==> src/rtl/irq_source_conditioner_if.sv <==
// Bus bundle between the interrupt source conditioner and its environment:
// the APB register port plus the interrupt controller handshake.
interface irq_source_conditioner_if #(
  parameter int NO_OF_PERIPHERALS = 8,
  parameter int WIDTH             = $clog2(NO_OF_PERIPHERALS)
);
  // APB register access
  logic                         penable;
  logic                         pwrite;
  logic [1:0]                   paddr;
  logic [NO_OF_PERIPHERALS-1:0] pwdata;
  logic [NO_OF_PERIPHERALS-1:0] prdata;
  logic                         pready;

  // Interrupt controller side
  logic                         interrupt_valid;
  logic [WIDTH-1:0]             interrupt_to_be_service;
  logic                         interrupt_serviced;
  logic [NO_OF_PERIPHERALS-1:0] interrupt_active;

  modport master (
    output penable, pwrite, paddr, pwdata,
    output interrupt_valid, interrupt_to_be_service, interrupt_serviced,
    input  prdata, pready, interrupt_active
  );

  modport slave (
    input  penable, pwrite, paddr, pwdata,
    input  interrupt_valid, interrupt_to_be_service, interrupt_serviced,
    output prdata, pready, interrupt_active
  );
endinterface

==> src/rtl/irq_source_conditioner.sv <==
// Interrupt source conditioner: synchronises raw interrupt lines, captures
// them per source as edge or level requests, masks them towards the interrupt
// controller and exposes MASK/MODE/PENDING/OVERRUN over a small APB port.
module irq_source_conditioner #(
  parameter int NO_OF_PERIPHERALS = 8,
  parameter int WIDTH             = $clog2(NO_OF_PERIPHERALS)
) (
  input  logic                         pclk,
  input  logic                         preset,
  input  logic [NO_OF_PERIPHERALS-1:0] irq_raw,
  irq_source_conditioner_if.slave      bus
);

  localparam int N = NO_OF_PERIPHERALS;
  localparam logic [N-1:0] ONE = N'(1);

  typedef enum logic [1:0] {
    REG_MASK    = 2'd0,
    REG_MODE    = 2'd1,
    REG_PENDING = 2'd2,
    REG_OVERRUN = 2'd3
  } reg_sel_e;

  logic [N-1:0] sync1_q, sync2_q, prev_q;
  logic [N-1:0] mask_q, mode_q, pending_q, overrun_q;
  logic [N-1:0] prdata_q, active_q;
  logic         pready_q;

  logic [N-1:0] mask_d, mode_d, pending_d, overrun_d, prdata_d;
  logic [N-1:0] rise, svc_clr, w1c_pend, w1c_ovr, clr, mode_chg;
  logic [WIDTH-1:0] svc_idx;
  logic         wr_en, rd_en;
  reg_sel_e     sel;

  assign svc_idx = bus.interrupt_to_be_service;

  // Register access decode, clear-event sources and register next values
  always_comb begin
    sel      = reg_sel_e'(bus.paddr);
    wr_en    = bus.penable & bus.pwrite;
    rd_en    = bus.penable & ~bus.pwrite;
    rise     = sync2_q & ~prev_q;
    // An index >= N shifts the single bit out of range and clears nothing.
    svc_clr  = (bus.interrupt_valid & bus.interrupt_serviced) ? (ONE << svc_idx) : '0;
    w1c_pend = (wr_en && sel == REG_PENDING) ? bus.pwdata : '0;
    w1c_ovr  = (wr_en && sel == REG_OVERRUN) ? bus.pwdata : '0;
    clr      = svc_clr | w1c_pend;
    mask_d   = (wr_en && sel == REG_MASK) ? bus.pwdata : mask_q;
    mode_d   = (wr_en && sel == REG_MODE) ? bus.pwdata : mode_q;
    mode_chg = mode_d ^ mode_q;
    prdata_d = prdata_q;
    if (rd_en) begin
      case (sel)
        REG_MASK:    prdata_d = mask_q;
        REG_MODE:    prdata_d = mode_q;
        REG_PENDING: prdata_d = pending_q;
        REG_OVERRUN: prdata_d = overrun_q;
        default:     prdata_d = '0;
      endcase
    end
  end

  // Per-source capture: mode change first, then level follow, then edge rules
  always_comb begin
    pending_d = pending_q;
    // Overrun W1C is applied before a new overrun so a same-cycle event is kept.
    overrun_d = overrun_q & ~w1c_ovr;
    for (int unsigned i = 0; i < N; i++) begin
      if (mode_chg[i]) begin
        pending_d[i] = ~mode_d[i] & sync2_q[i];
        overrun_d[i] = 1'b0;
      end else if (!mode_q[i]) begin
        pending_d[i] = sync2_q[i];
      end else if (rise[i]) begin
        pending_d[i] = 1'b1;
        if (pending_q[i] && !clr[i]) overrun_d[i] = 1'b1;
      end else if (clr[i]) begin
        pending_d[i] = 1'b0;
      end
    end
  end

  // State registers; reset overrides everything
  always_ff @(posedge pclk) begin
    if (preset) begin
      sync1_q   <= '0;
      sync2_q   <= '0;
      prev_q    <= '0;
      mask_q    <= '0;
      mode_q    <= '0;
      pending_q <= '0;
      overrun_q <= '0;
      prdata_q  <= '0;
      pready_q  <= 1'b0;
      active_q  <= '0;
    end else begin
      sync1_q   <= irq_raw;
      sync2_q   <= sync1_q;
      prev_q    <= sync2_q;
      mask_q    <= mask_d;
      mode_q    <= mode_d;
      pending_q <= pending_d;
      overrun_q <= overrun_d;
      prdata_q  <= prdata_d;
      pready_q  <= bus.penable;
      active_q  <= pending_d & mask_d;
    end
  end

  assign bus.prdata           = prdata_q;
  assign bus.pready           = pready_q;
  assign bus.interrupt_active = active_q;

endmodule

==> src/flat_wrapper.sv <==
// flat-port wrapper written by rule: the top's interface ports become plain ports
module irq_source_conditioner_flat 
#(
  parameter int NO_OF_PERIPHERALS = 8,
  parameter int WIDTH             = $clog2(NO_OF_PERIPHERALS)
)
  (pclk, preset, irq_raw, bus_penable, bus_pwrite, bus_paddr, bus_pwdata, bus_interrupt_valid, bus_interrupt_to_be_service, bus_interrupt_serviced, bus_prdata, bus_pready, bus_interrupt_active);
  irq_source_conditioner_if #(.NO_OF_PERIPHERALS(NO_OF_PERIPHERALS), .WIDTH(WIDTH)) bus_i ();
  input  logic pclk;
  input  logic preset;
  input  logic [NO_OF_PERIPHERALS-1:0] irq_raw;
  input wire logic [$bits(bus_i.penable)-1:0] bus_penable;
  input wire logic [$bits(bus_i.pwrite)-1:0] bus_pwrite;
  input wire logic [$bits(bus_i.paddr)-1:0] bus_paddr;
  input wire logic [$bits(bus_i.pwdata)-1:0] bus_pwdata;
  input wire logic [$bits(bus_i.interrupt_valid)-1:0] bus_interrupt_valid;
  input wire logic [$bits(bus_i.interrupt_to_be_service)-1:0] bus_interrupt_to_be_service;
  input wire logic [$bits(bus_i.interrupt_serviced)-1:0] bus_interrupt_serviced;
  output wire logic [$bits(bus_i.prdata)-1:0] bus_prdata;
  output wire logic [$bits(bus_i.pready)-1:0] bus_pready;
  output wire logic [$bits(bus_i.interrupt_active)-1:0] bus_interrupt_active;
  assign bus_i.penable = bus_penable;
  assign bus_i.pwrite = bus_pwrite;
  assign bus_i.paddr = bus_paddr;
  assign bus_i.pwdata = bus_pwdata;
  assign bus_i.interrupt_valid = bus_interrupt_valid;
  assign bus_i.interrupt_to_be_service = bus_interrupt_to_be_service;
  assign bus_i.interrupt_serviced = bus_interrupt_serviced;
  assign bus_prdata = bus_i.prdata;
  assign bus_pready = bus_i.pready;
  assign bus_interrupt_active = bus_i.interrupt_active;
  irq_source_conditioner #(.NO_OF_PERIPHERALS(NO_OF_PERIPHERALS), .WIDTH(WIDTH)) u_core (.pclk(pclk), .preset(preset), .irq_raw(irq_raw), .bus(bus_i));
endmodule
==> config.mk <==
export PLATFORM = sky130hd
export DESIGN_NAME = irq_source_conditioner_flat
export DESIGN_NICKNAME = d
export VERILOG_FILES = /design/src/rtl/irq_source_conditioner_if.sv /design/src/rtl/irq_source_conditioner.sv /design/src/flat_wrapper.sv
export SDC_FILE = /design/constraint.sdc
export NUM_CORES = 1
export LEC_CHECK = 0
export CAP_MARGIN = 20
export CORE_ASPECT_RATIO = 1.25
export CORE_UTILIZATION = 45
export CTS_CLUSTER_DIAMETER = 100
export DETAILED_ROUTE_END_ITERATION = 10
export PLACE_DENSITY = 0.71
export SYNTH_ARGS = -nofsm -noshare
export SYNTH_HDL_FRONTEND = slang
export SYNTH_SLANG_ARGS = --single-unit
==> constraint.sdc <==
create_clock -name pclk -period 1.21 [get_ports pclk]
set_input_delay 0.1815 -clock pclk [delete_from_list [all_inputs] [get_ports pclk]]
set_output_delay 0.1815 -clock pclk [all_outputs]
set_load 0.01 [all_outputs]
==> results of run 1 <==
[layout make-up]
type | count | area [sq um] | area share, %
well taps | 87 | 108.9 | 2.572
repair buffers | 91 | 812.0 | 19.18
inverters | 6 | 22.52 | 0.5321
flip-flops and latches | 73 | 1478 | 34.91
clock inverters | 6 | 92.59 | 2.187
clock buffers | 10 | 127.6 | 3.015
multi-input cells | 216 | 1592 | 37.60
[Yosys cell counts (6+ instances only)]
library cell and number:
a211oi_1 12, a21oi_1 18, a221oi_2 6, a32oi_1 6, clkbuf_1 16, dfxtp_1 73
inv_1 6, mux2i_1 8, mux4_2 8, nand2_1 54, nand2b_1 7, nor2_1 17
nor2b_1 29, nor3_1 6, nor3b_1 8, o211a_1 6, xor2_1 8
[what timing repair did]
action	4_1_cts	5_1_grt
gates cloned	0	0
gates resized for setup	39	23
endpoints found under the setup margin	64	22
pin swaps	9	14
[metal layers]
layer	vias up	global-route usage, %	wire length, um
met5	-	0	0
met1	1245	26.41	3241
li1	1264	-	-
met4	0	10.10	116
met2	65	37.65	3642
met3	12	5.121	267
[sequential cells by signal (all words and copies together) (netlist names)]
register,cells
u_core.bus.interrupt_active,8
u_core.bus.prdata,8
u_core.mask_q,8
u_core.mode_q,8
u_core.overrun_q,8
u_core.pending_q,8
u_core.prev_q,8
u_core.sync1_q,8
u_core.sync2_q,8
u_core.bus.pready,1
[per-stage QoR]
stage | total power [W] | worst slack, ns | setup TNS, ns | area (sq um)
CTS | 0.005106 | 0.0006094 | 0 | 4175
global placement | 0.003017 | -0.6479 | -24.88 | 3933
global route | 0.005260 | 0.004020 | 0 | 4233
detailed placement | 0.003025 | -0.6512 | -25.66 | 3933
floorplan | 0.002768 | 0.0009871 | 0 | 3117
finish | 0.005078 | 0.05151 | 0 | 4233
[cell usage in the layout, fill, tap and decap left out, drive strengths merged, types with 6 or more instances in the layout]
master,netlist,layout
buf,9,49
nor2b,29,29
o211a,6,6
dfxtp,73,73
nor3b,8,8
a221oi,6,6
a211oi,12,12
inv,6,6
nand2b,7,7
a32oi,6,6
nand2,54,54
clkbuf,16,14
mux2i,8,8
a21oi,18,18
xor2,8,8
nor3,6,6
clkdlybuf4s50,0,16
nor2,17,17
mux4,8,8
dlygate4sd2,0,22
[power groups by stage]
stage	combinational, W	clock (W)	sequential [W]
2_1_floorplan	0.000230	0	0.00254
4_1_cts	0.000479	0.00214	0.00249
3_5_place_dp	0.000480	0	0.00255
5_1_grt	0.000530	0.00224	0.00249
3_3_place_gp	0.000474	0	0.00254
6_report	0.000487	0.00211	0.00249
[cell families after synthesis]
family	Yosys count
simple gates	134
flops	73
compound gates	58
buf+inv	31
mux	16
xor+xnor	8
[final timing paths]
check,from,endpoint,cells past startpoint,slack [ns]
worst min register to register,u_core.sync1_q[2],u_core.sync2_q[2],1,0.44
worst max register to register,u_core.mode_q[7],u_core.bus.interrupt_active[7],4,0.06
worst max-delay path,bus_interrupt_serviced,u_core.bus.interrupt_active[5],5,0.05
worst min-delay path,bus_penable,u_core.bus.pready,3,0.21
[critical path: stages]
cell and delay (ns):
dlygate4sd2_1 0.27, and3b_2 0.28, a221o_1 0.35, o211ai_1 0.21, and2_1 0.16
==> summary.txt, run 1 <==
Yosys
  – Synth top area cells: dfxtp_1 (47%), nand2_1 (6.6%), nor2b_1 (5.9%)
  – Mux cell area share after synthesis: 8.442%
  – Main combinational cell family by area after synthesis: simple AND/OR/NAND/NOR gates
  – Post-synthesis simple-gate area fraction: 22.32%
  – Synth Warn #: 0
  – Seq/Total Area, Yosys: 47.40%
  – Synth Register Bits: 73
  – Post-synthesis area per instance: 9.634 sq um
  – Ys async rst share: 0%
  – Post-synth net total: 347
  – Share of the synthesized area in the top cell type: 47.40%
  – Synth Area in Adders: 0%
  – Distinct cells, synth: 34
  – Top FF cell, synth: dfxtp_1
  – XOR/XNOR Fraction of Synth Area: 2.273%
  – EDFF count, synth: 0
  – Synth Area in Compound Gates: 15.02%
  – Synthesized area: 0.003083 sq mm
  – Cell type with the largest total area after synthesis: dfxtp_1
  – Synthesized instance count: 320

Clock network
  – Clk_lat worst skew: 0.35 ns
  – Total CTS buffers: 9
  – Post-CTS Setup Bufs: 0
  – CTS Buffer Depth: 2
  – Clock Pin Slew Worst Setup and Hold Paths: 0.08 ns
  – Post-CTS Hold Fix Bufs: 0
  – Total clock sinks: 73
  – H-tree Lvls: 3
  – CTS root buffer: clkbuf_8
  – CTS tree: yes

Place
  – Placed instance count: 473
  – Routability congestion estimate: 0.8360
  – Hpwl dp: 5.260 mm
  – Number of buffers inserted by port buffering: 43

Floorplanning
  – Ports: 44
  – Die area: 0.007188 sq mm
  – Initial Util: 46.67%
  – Chip height: 94.54 um
  – Core Region: 0.006606 sq mm
  – Cell Rows: 33
  – Die width: 76.03 um

Critical path
  – Worst setup EP type: register
  – Critical path type: input port to register
  – Worst Path Required: 1.50 ns
  – WP data arrival: 1.45 ns
  – Maximum fanout along the worst path: 4
  – Worst setup SP type: input port

Global routing
  – Vias in the first global route: 2,524
  – Initial antenna violation count: 0
  – Largest net degree at the start of global routing: 21
  – First-pass GRT wire length: 12.10 mm
  – Grt ovf: 0
  – Gr usage total: 22.00%

Outcome
  – Status: finished clean

Final layout
  – Fillers: 573
  – Layout Cells excl Fill: 489
  – Ant. Diodes: 0
  – Final Core Density: 64.07%
  – Layout cell share with drive strength beyond 1: 24.88%
  – Area Overhead vs Synth: 37.30%
  – Final nets: 424

STA
  – Worst rel slew slack: 70.73%
  – Slew @ Worst Pin: 0.4391 ns
  – Max-slew violations: 0
  – Final hold violations: 0
  – Final worst path period need: 1.158 ns
  – Final clock skew: 0.006817 ns
  – Final count of negative-setup-slack endpoints: 0
  – WHS: 0.2068 ns
  – Final Cycle Share: 95.74%
  – Unrepaired setup endpoints after global routing: no
  – Fmax: 863.2 MHz

Power
  – Power per cell area: 1200 mW/mm^2
  – Switch share: 23.65%
  – Clk pwr share: 41.5%
  – Switching power: 0.001201 W
  – Int Power: 0.003877 W
  – Reg power frac: 49.0%
  – Leak: 1.676 nW
  – VDD IR max: 0.7429 mV
  – Combinational power share: 9.6%

Detailed routing
  – DRT Pass-1 Iters: 5
  – Vias: 2,586
  – Starting DRT DRC Count: 115
  – Post-DR vias/cell: 5.288
  – DRC viols: 0
  – Final WL: 7.268 mm
  – Antenna Nets Post-Route: 0
  – Avg WL per Cell: 14.86 um

Flow run
  – Max_cap viols: 0

Min path
  – Min-Delay Path Class: input port to register
Note: power is estimated with default switching activity, not from simulation.
==> run 2, diff against run 1 <==
CORE_UTILIZATION = 25   (was 45)
CTS_CLUSTER_SIZE = 16   (was not set)
PLACE_DENSITY = not set   (was 0.71)
==> summary.txt, run 2 (same netlist as run 1, synthesis figures left out) <==
STA
  – Slew @ Worst Pin: 0.3963 ns
  – Final Cycle Share: 95.57%
  – Final hold violations: 0
  – Fmax: 864.8 MHz
  – Final clock skew: 0.002040 ns
  – Max-slew violations: 0
  – Worst rel slew slack: 73.53%
  – Final count of negative-setup-slack endpoints: 0
  – Final worst path period need: 1.156 ns

Power
  – Leak: 1.720 nW
  – Power per cell area: 1229 mW/mm^2
  – PnR Total Power: 0.005317 W
  – VDD IR max: 0.6243 mV

Place
  – Routability congestion estimate: 0.8114
  – Number of buffers inserted by port buffering: 43
  – Hpwl dp: 5.365 mm
  – Placed cell area: 0.003991 sq mm

Critical path
  – Worst Path Required: 1.49 ns
  – Critical path type: register to register
  – R2R Setup Slk: 0.05 ns
  – Cell family with most CP delay: compound AO/OA/AOI/OAI gates
  – Reg-to-reg critical path startpoint: u_core.mode_q[7]
  – WP data arrival: 1.43 ns
  – Slowest stage delay, CP: 0.35 ns
  – Crit-path cells: nand2_1 > a221o_1 > o211ai_1 > and2_1
  – R2r worst-path depth: 4
  – Crit path buffers/inverters: 0
  – CP max stage cell: dfxtp_1
  – Worst setup SP type: register
  – Maximum fanout along the worst path: 3
  – Worst setup EP type: register
  – Crit Reg-Reg Endpoint: u_core.bus.interrupt_active[7]

Floorplanning
  – Die area: 0.01278 sq mm
  – Core Region: 0.01211 sq mm
  – Initial Util: 25.47%
  – Chip height: 126.2 um
  – Ports: 44
  – Die width: 101.3 um
  – Cell Rows: 45

Final layout
  – Multi-input gate area: 0.001588 sq mm
  – Area Overhead vs Synth: 40.30%
  – Layout cell share with drive strength beyond 1: 23.54%
  – Commonest non-fill, non-tap cells in the layout: dfxtp_1 (68), nand2_1 (54), buf_4 (38), nor2b_1 (29), dlygate4sd2_1 (21)
  – Ant. Diodes: 0
  – Reg area: 0.001470 sq mm
  – Fillers: 1,202
  – Final nets: 420
  – Final instance area: 0.004325 sq mm
  – Most common cell after layout, fill and taps aside: dfxtp_1

Detailed routing
  – Post-DR vias/cell: 4.528
  – DRC viols: 2
  – Avg WL per Cell: 13.72 um
  – Vias: 2,531
  – Starting DRT DRC Count: 118
  – Final WL: 7.672 mm
  – Antenna Nets Post-Route: 0
  – DRT Pass-1 Iters: 10

Outcome
  – Status: finished with violations
  – Violated checks: design-rule violations

Min path
  – HP Start: bus_pwdata[6]
  – WHS Path Cells: 3
  – WHS Endpoint: u_core.mode_q[6]
  – Min-Delay Path Class: input port to register

Flow run
  – Max_cap viols: 0

Clock network
  – CTS root buffer: clkbuf_16
  – CTS Buffer Depth: 2
  – Clock Pin Slew Worst Setup and Hold Paths: 0.05 ns
  – Total CTS buffers: 9
  – Clk_lat worst skew: 0.34 ns
  – H-tree Lvls: 3
  – CTS tree: yes
  – Post-CTS Hold Fix Bufs: 0
  – Total clock sinks: 73

Global routing
  – Vias in the first global route: 2,418
  – Grt ovf: 0
  – Initial antenna violation count: 0
  – First-pass GRT wire length: 12.49 mm
  – Gr usage total: 13.13%
  – Largest net degree at the start of global routing: 42
run 2: what timing repair did:
action | 4_1_cts | 5_1_grt
setup endpoints to repair | 61 | 16
resized for setup | 52 | 15
hold endpoints to repair | 0 | 0
pin swaps | 7 | 11
setup buffers | 1 | 0
run 2: area by class of cell:
cell class,count,share of cell area (%)
inverters,6,0.5207
flip-flops and latches,73,33.99
well taps,164,4.744
multi-input cells,216,36.71
repair buffers,87,18.22
clock inverters,1,0.1157
clock buffers,12,5.699
run 2: how the worst max path moves through the flow:
stage	slack (ns)	end	start	depth (start not counted)
final	0.05	u_core.bus.interrupt_active[7]	u_core.mode_q[7]	4
after global routing	-0.01	u_core.overrun_q[3]	u_core.mode_q[3]	4
after CTS	0.002	u_core.bus.interrupt_active[5]	bus_interrupt_to_be_service[1]	5
after detailed placement	-0.74	u_core.overrun_q[6]	bus_penable	6
after global placement	-0.69	u_core.bus.interrupt_active[1]	bus_paddr[1]	7
after floorplan	0.001	u_core.bus.interrupt_active[5]	bus_penable	5
run 2: worst reg2reg max path, delay by kind of cell, from the launching register on:
family | cells | cell delay (ns)
AO/OA/AOI/OAI | 2 | 0.50
flip-flops | 1 | 0.35
AND/OR/NAND/NOR | 2 | 0.25
run 2: per-layer routing:
metal  vias to the layer above  part of all wire, %  wire, um  global-route usage [%]
li1                       1257                    -         -                       -
met1                      1199                   46      3548                   16.72
met2                        61                   47      3634                   20.13
met3                        14                  3.5       269                   2.997
met4                         0                  2.9       220                   7.673
met5                         -                    0         0                       0
run 2: power breakdown:
part	switching [W]	internal [W]	total [W]
sequential	0.0000326	0.00246	0.00249
clock	0.000946	0.00140	0.00235
combinational	0.000227	0.000246	0.000473
total	0.00121	0.00411	0.00532
run 2: through the flow:
step                hold slack (ns)  std cells  setup WS [ns]  setup TNS [ns]  utilization, %
finish                       0.2480        559        0.05362               0           35.73
global route                 0.2723        559       -0.01155        -0.01155           35.73
CTS                          0.2734        559       0.002305               0           35.41
detailed placement           0.4204        545        -0.7376          -26.91           32.97
global placement             0.4263        545        -0.6902          -26.84           32.97
floorplan                    0.3097        320      0.0009871               0               -
